$ cat src/rtl/spi_flash_pkg.sv
// Shared opcodes, status-register bit positions and FSM encoding for the SPI flash responder.
package spi_flash_pkg;

   localparam logic [7:0] OP_WREN = 8'h06;
   localparam logic [7:0] OP_WRDI = 8'h04;
   localparam logic [7:0] OP_RDSR = 8'h05;
   localparam logic [7:0] OP_READ = 8'h03;
   localparam logic [7:0] OP_PP   = 8'h02;
   localparam logic [7:0] OP_SE   = 8'hD8;
   localparam logic [7:0] OP_BE   = 8'hC7;

   localparam int SR_WIP = 0;
   localparam int SR_WEL = 1;

   typedef enum logic [2:0] {
      ST_IGNORE,
      ST_IDLE,
      ST_OPCODE,
      ST_ADDR,
      ST_STATUS,
      ST_DATA_OUT,
      ST_DATA_IN
   } state_t;

   // Only RDSR is honoured while the backing store is busy.
   function automatic state_t decode_op(input logic [7:0] op, input logic busy);
      if (op == OP_RDSR) return ST_STATUS;
      if (busy) return ST_IGNORE;
      if (op == OP_READ || op == OP_PP || op == OP_SE) return ST_ADDR;
      return ST_IGNORE;
   endfunction

   function automatic logic [7:0] status_byte(input logic wel, input logic wip);
      logic [7:0] s;
      s = 8'h00;
      s[SR_WEL] = wel;
      s[SR_WIP] = wip;
      return s;
   endfunction

endpackage

$ cat src/rtl/spi_pin_sync.sv
// Multi-bit pin synchronizer with one-flop rise/fall detection on the synchronized level.
module spi_pin_sync #(
   parameter int SYNC_STAGES = 2,
   parameter int W           = 3
) (
   input  logic         clk,
   input  logic         rst,
   input  logic [W-1:0] pins,
   output logic [W-1:0] level,
   output logic [W-1:0] rise,
   output logic [W-1:0] fall
);

   logic [W-1:0] chain [SYNC_STAGES];
   logic [W-1:0] prev;

   always_ff @(posedge clk or posedge rst) begin
      if (rst) begin
         for (int i = 0; i < SYNC_STAGES; i++) chain[i] <= '0;
         prev <= '0;
      end else begin
         chain[0] <= pins;
         for (int i = 1; i < SYNC_STAGES; i++) chain[i] <= chain[i-1];
         prev <= chain[SYNC_STAGES-1];
      end
   end

   assign level = chain[SYNC_STAGES-1];
   assign rise  = level & ~prev;
   assign fall  = ~level & prev;

endmodule

$ cat src/rtl/spi_flash_responder.sv
// M25P-style serial-flash slave: oversampled SPI mode 0, status/read responses, and
// erase/program requests handed to a backing store.
module spi_flash_responder
   import spi_flash_pkg::*;
#(
   parameter int SYNC_STAGES = 2,
   parameter int ADDR_W      = 24,
   parameter int PAGE_W      = 8
) (
   input  logic              sclk,
   input  logic              rst,
   input  logic              cs_n,
   input  logic              sck,
   input  logic              sdi,
   output logic              sdo,
   output logic              sdo_oe,
   input  logic              busy,
   output logic              cmd_valid,
   output logic [7:0]        cmd_op,
   output logic [ADDR_W-1:0] cmd_addr,
   output logic              wr_valid,
   output logic [ADDR_W-1:0] wr_addr,
   output logic [7:0]        wr_data,
   output logic              rd_req,
   output logic [ADDR_W-1:0] rd_addr,
   input  logic [7:0]        rd_data
);

   logic [2:0] lvl, rse, fll;
   logic       cs_hi, cs_fall, cs_rise, sck_rise, sck_fall, sdi_s;
   state_t     state_q, state_d;

   logic [2:0]        bit_cnt, byte_cnt;
   logic              wel, armed, rd_req_d, sdo_q, byte_end, len_ok;
   logic [6:0]        sr;
   logic [7:0]        byte_in, op, tx;
   logic [ADDR_W-1:0] addr, addr_next, start_addr;
   logic              unused_pins;

   spi_pin_sync #(.SYNC_STAGES(SYNC_STAGES), .W(3)) u_sync (
      .clk   (sclk),
      .rst   (rst),
      .pins  ({sdi, sck, cs_n}),
      .level (lvl),
      .rise  (rse),
      .fall  (fll)
   );

   assign cs_hi       = lvl[0];
   assign cs_fall     = fll[0];
   assign cs_rise     = rse[0];
   assign sck_rise    = rse[1] & ~lvl[0];
   assign sck_fall    = fll[1] & ~lvl[0];
   assign sdi_s       = lvl[2];
   assign unused_pins = &{1'b0, lvl[1], rse[2], fll[2]};

   assign byte_end  = sck_rise && (state_q != ST_IDLE) && (bit_cnt == 3'd7);
   assign byte_in   = {sr, sdi_s};
   assign addr_next = {addr[ADDR_W-2:0], sdi_s};
   // Only byte-aligned transfers of the exact command length may commit.
   assign len_ok = (bit_cnt == 3'd0) &&
                   ((op == OP_BE && byte_cnt == 3'd1) ||
                    (op == OP_SE && byte_cnt == 3'd4) ||
                    (op == OP_PP && byte_cnt >= 3'd5));

   always_ff @(posedge sclk or posedge rst) begin
      if (rst) state_q <= ST_IGNORE;
      else     state_q <= state_d;
   end

   always_comb begin
      state_d = state_q;
      if (cs_hi) begin
         state_d = ST_IDLE;
      end else begin
         case (state_q)
            ST_IDLE:   if (cs_fall) state_d = ST_OPCODE;
            ST_OPCODE: if (byte_end) state_d = decode_op(byte_in, busy);
            ST_ADDR: begin
               if (byte_end && byte_cnt == 3'd3) begin
                  if (op == OP_READ)    state_d = ST_DATA_OUT;
                  else if (op == OP_PP) state_d = ST_DATA_IN;
                  else                  state_d = ST_IGNORE;
               end
            end
            default: state_d = state_q;
         endcase
      end
   end

   always_comb begin
      sdo_oe = (state_q == ST_STATUS) || (state_q == ST_DATA_OUT);
      sdo    = sdo_oe & sdo_q;
   end

   always_ff @(posedge sclk or posedge rst) begin
      if (rst) begin
         bit_cnt   <= '0;
         byte_cnt  <= '0;
         wel       <= 1'b0;
         armed     <= 1'b0;
         rd_req_d  <= 1'b0;
         sdo_q     <= 1'b0;
         cmd_valid <= 1'b0;
         cmd_op    <= '0;
         cmd_addr  <= '0;
         wr_valid  <= 1'b0;
         wr_addr   <= '0;
         wr_data   <= '0;
         rd_req    <= 1'b0;
         rd_addr   <= '0;
      end else begin
         cmd_valid <= 1'b0;
         wr_valid  <= 1'b0;
         rd_req    <= 1'b0;
         rd_req_d  <= rd_req;
         if (cs_fall) begin
            bit_cnt  <= '0;
            byte_cnt <= '0;
            armed    <= 1'b0;
         end
         if (sck_rise && state_q != ST_IDLE) begin
            bit_cnt <= bit_cnt + 3'd1;
            if (bit_cnt == 3'd7 && byte_cnt != 3'd7) byte_cnt <= byte_cnt + 3'd1;
         end
         if (byte_end) begin
            case (state_q)
               ST_OPCODE: begin
                  if (!busy && byte_in == OP_WREN) wel <= 1'b1;
                  if (!busy && byte_in == OP_WRDI) wel <= 1'b0;
                  armed <= wel && !busy &&
                           (byte_in == OP_BE || byte_in == OP_SE || byte_in == OP_PP);
               end
               ST_ADDR: begin
                  if (byte_cnt == 3'd3 && op == OP_READ) begin
                     rd_req  <= 1'b1;
                     rd_addr <= addr_next;
                  end
               end
               ST_DATA_OUT: begin
                  rd_req  <= 1'b1;
                  rd_addr <= rd_addr + ADDR_W'(1);
               end
               ST_DATA_IN: begin
                  wr_valid <= 1'b1;
                  wr_data  <= byte_in;
                  wr_addr  <= addr;
               end
               default: ;
            endcase
         end
         if (cs_hi)
            sdo_q <= 1'b0;
         else if (sck_fall && (state_q == ST_STATUS || state_q == ST_DATA_OUT))
            sdo_q <= tx[7];
         if (cs_rise) begin
            armed <= 1'b0;
            if (armed && len_ok) begin
               cmd_valid <= 1'b1;
               cmd_op    <= op;
               cmd_addr  <= start_addr;
               wel       <= 1'b0;
            end
         end
      end
   end

   // Datapath shifters carry no reset; every use is qualified by reset-controlled state.
   always_ff @(posedge sclk) begin
      if (sck_rise) sr <= byte_in[6:0];
      if (cs_fall) start_addr <= '0;
      if (state_q == ST_OPCODE && byte_end) op <= byte_in;
      if (state_q == ST_ADDR && sck_rise) begin
         addr <= addr_next;
         if (byte_end && byte_cnt == 3'd3) start_addr <= addr_next;
      end
      if (state_q == ST_DATA_IN && byte_end)
         addr[PAGE_W-1:0] <= addr[PAGE_W-1:0] + PAGE_W'(1);
      if (rd_req_d)
         tx <= rd_data;
      else if ((state_q == ST_OPCODE && byte_end && byte_in == OP_RDSR) ||
               (state_q == ST_STATUS && byte_end))
         tx <= status_byte(wel, busy);
      else if (sck_fall)
         tx <= {tx[6:0], 1'b0};
   end

endmodule

$ cat config.mk
export PLATFORM = sky130hd
export DESIGN_NAME = spi_flash_responder
export DESIGN_NICKNAME = d
export VERILOG_FILES = /design/src/rtl/spi_flash_pkg.sv /design/src/rtl/spi_pin_sync.sv /design/src/rtl/spi_flash_responder.sv
export SDC_FILE = /design/constraint.sdc
export NUM_CORES = 1
export LEC_CHECK = 0
export BUFFER_PORTS_ARGS = -buffer_cell sky130_fd_sc_hd__buf_2
export CAP_MARGIN = 20
export CORE_ASPECT_RATIO = 0.7
export CORE_MARGIN = 1.5
export CORE_UTILIZATION = 45
export DETAILED_ROUTE_END_ITERATION = 16
export PLACE_DENSITY = 0.62
export SETUP_SLACK_MARGIN = 0.05
export SKIP_LAST_GASP = 1
export SLEW_MARGIN = 20
export SYNTH_ARGS = -nofsm -noshare
export SYNTH_HDL_FRONTEND = slang
export SYNTH_SLANG_ARGS = --single-unit
$ cat constraint.sdc
create_clock -name sclk -period 4.5 [get_ports sclk]
set_input_delay 0.675 -clock sclk [delete_from_list [all_inputs] [get_ports sclk]]
set_output_delay 0.675 -clock sclk [all_outputs]
set_load 0.1 [all_outputs]
==> results.json <==
{
  "fin_tns_setup_ps": 0,
  "cp_top_family": "compound AO/OA/AOI/OAI gates",
  "hold_viol": 0,
  "path_cells": "and3b_1 -> o21ai_1 -> clkinv_1 -> o221a_2",
  "post-cts-setup-buffer-count": 0,
  "cts_sinks": 183,
  "cts_tree": "built",
  "final_common_cell": "nand2_1",
  "final_cell_mix": "200 x nand2_1, 112 x dfrtp_1, 106 x buf_2",
  "dpl.hpwl_mm": 14.5,
  "grt_pass1_wl_mm": 32.1,
  "drc": 0,
  "cts_root_buf": "clkbuf_16",
  "worstPathArrival_ps": 3420,
  "grt_usage": 0.231,
  "numCtsBuffers": 17,
  "maxCapViolations": 0,
  "firstDrtPassIters": 5,
  "htreeDepth": 4,
  "grt_max_degree": 48,
  "vias": 6035,
  "grt_overflow": 0,
  "worst-path-buf-inv": 1,
  "post_drt_via_cell_ratio": 5.60,
  "final_nets": 863,
  "ys_ff_latch": 183,
  "utilization": 0.543,
  "ctsResizeCount": 0,
  "worstSkewPairLatency_ps": 430,
  "critical-path-max-stage-delay_ps": 730,
  "hold_class": "in -> async",
  "crit_fanout": 25,
  "routedWlPerCell_um": 18.8,
  "worst_setup_path_start_kind": "flop",
  "ant_nets": 0,
  "yosysSeqAreaShare": 0.604,
  "synth_edf_count": 47,
  "dieArea_sq_mm": 0.0181,
  "setup_viol": 0,
  "crit_slowest_cell": "o21ai_1",
  "crit_type": "reg -> reg",
  "start_util": 0.468,
  "rrSetupSlack_ps": 1390,
  "irDropWorstVdd_uv": 243,
  "fillers": 1451,
  "slew-limit-headroom": 0.253,
  "area_delta_synth_final_pct": 16.1,
  "antenna_found_initial": 0,
  "num_antenna_cells": 0,
  "critical_path.startpoint": "state_q[1]",
  "num_rows": 39,
  "finalCriticalPeriod_ps": 3110,
  "core_sq_mm": 0.0166,
  "syn_nets": 766,
  "ios": 107,
  "clk_path_buf_depth": 2,
  "ys.flop_type": "dfrtp_1",
  "fp.dieW_um": 160,
  "skew_ps": 9.35,
  "drive_above_1_share": 0.190,
  "finalCritPeriodShare": 0.690,
  "drt_iter0_drc": 541,
  "routed_wl_mm": 20.3,
  "r2r_start": "state_q[1]",
  "run_status": "finished clean",
  "fmax_mhz": 322,
  "synth_area_per_cell_sq_um": 10.5,
  "p_per_area_mw_per_mm2": 351,
  "port_buffers": 106,
  "die_h_um": 113,
  "yosys_warnings": 0,
  "async_flop_share": 0.612,
  "reg2reg_to": "rd_addr[2]",
  "cts.hold.buffers_added": 0,
  "syn_inst": 742,
  "rsz0062_at_grt": "no",
  "netlist_area_sq_mm": 0.00777,
  "r2r_cells": 4,
  "required_ps": 4820,
  "tightest_slew_ps": 1110,
  "first_global_vias": 5785,
  "worstSetupEndpointType": "flop",
  "maxSlewViolCount": 0,
  "cts.clk_slew.worst_paths_ps": 70,
  "leakage_uw": 0.00416,
  "gp_congestion": 0.924,
  "yosysUniqueCellTypes": 64
}
## layout make-up
class	count	area (sq um)	share of cell area
sequential	183	4690	0.521
multi-input combinational	508	2860	0.317
timing repair buffer	115	598	0.0664
clock buffer	19	443	0.0491
tap	225	282	0.0312
clock inverter	13	80.1	0.00888
inverter	14	55.1	0.00611
## report_power, final
| group | switching, uW | total, uW | internal (uW) |
|---|---|---|---|
| Clock | 627 | 1340 | 715 |
| Sequential | 21.7 | 1730 | 1710 |
| Combinational | 63.8 | 89.2 | 25.5 |
| Total | 713 | 3160 | 2450 |
## state kept, by name, summed over array words and instances, names as in the netlist, 8 cells and up
register,count
start_addr,24
rd_addr,24
cmd_addr,24
tx,8
wr_data,8
wr_addr,24
cmd_op,8
op,8
addr,24
## kinds of logic after synthesis
group,synth area share
AO/OA/AOI/OAI,0.0933
XOR/XNOR,0.00226
adder cells (fa/ha/maj),0.0161
buffers and inverters,0.0279
flip-flops,0.604
multiplexers,0.0582
AND/OR/NAND/NOR,0.198
## worst max path at each step
stage                     cells after the start  slack (ps)         end
after floorplan                               1         870       armed
after global placement                        4        1690  rd_addr[8]
after detailed placement                      4        1520  rd_addr[2]
after CTS                                     4        1500  rd_addr[2]
after global routing                          4        1190  rd_addr[8]
final                                         4        1390  rd_addr[2]
## metal layers
layer | routed length [um] | up-vias | track usage
met5 | 0 | - | 0
met4 | 287 | 0 | 0.0717
met3 | 1780 | 20 | 0.0535
met2 | 8500 | 246 | 0.327
met1 | 9730 | 2968 | 0.351
li1 | - | 2801 | -
## cells in the mapped netlist (3+ instances only)
master	n	area, sq um
o31ai_1	3	22.5
a311oi_1	5	43.8
a21oi_1	16	80.1
buf_6	3	33.8
o21ai_0	51	255
nand4b_1	3	26.3
o31a_1	3	26.3
nand4_1	17	106
edfxtp_1	47	1410
nand2b_1	8	50.1
ha_1	10	125
nor2_1	45	169
o22ai_1	8	50.1
or4_1	3	22.5
dfrtp_1	112	2800
mux2i_1	8	80.1
o211ai_1	3	22.5
inv_1	11	41.3
or2_2	3	18.8
nand3b_1	6	45.0
dfxtp_1	24	480
nor3_1	11	55.1
clkbuf_1	30	113
nor4_1	7	43.8
and3_1	3	18.8
mux2_2	5	56.3
nand2_1	200	751
mux2_1	28	315
a22oi_1	3	22.5
a31oi_1	5	31.3
nand3_1	15	75.1
## metrics by stage
step / instance area, sq um / instances / hold slack [ps] / setup slack [ps] / power [uW]
finish: 9010 / 1077 / 319 / 1390 / 3160
global route: 9010 / 1077 / 340 / 1190 / 3270
CTS: 9010 / 1077 / 333 / 1500 / 3190
detailed placement: 8490 / 1045 / 336 / 1520 / 1850
global placement: 8490 / 1045 / 334 / 1690 / 1850
floorplan: 7770 / 742 / 331 / 866 / 1820
## worst register-to-register path, stage by stage, from the launching register on
cell	delay (ps)
dfrtp_1	520
and3b_1	520
o21ai_1	730
clkinv_1	730
o221a_2	500
No activity file was read; power rests on OpenSTA's default activity.
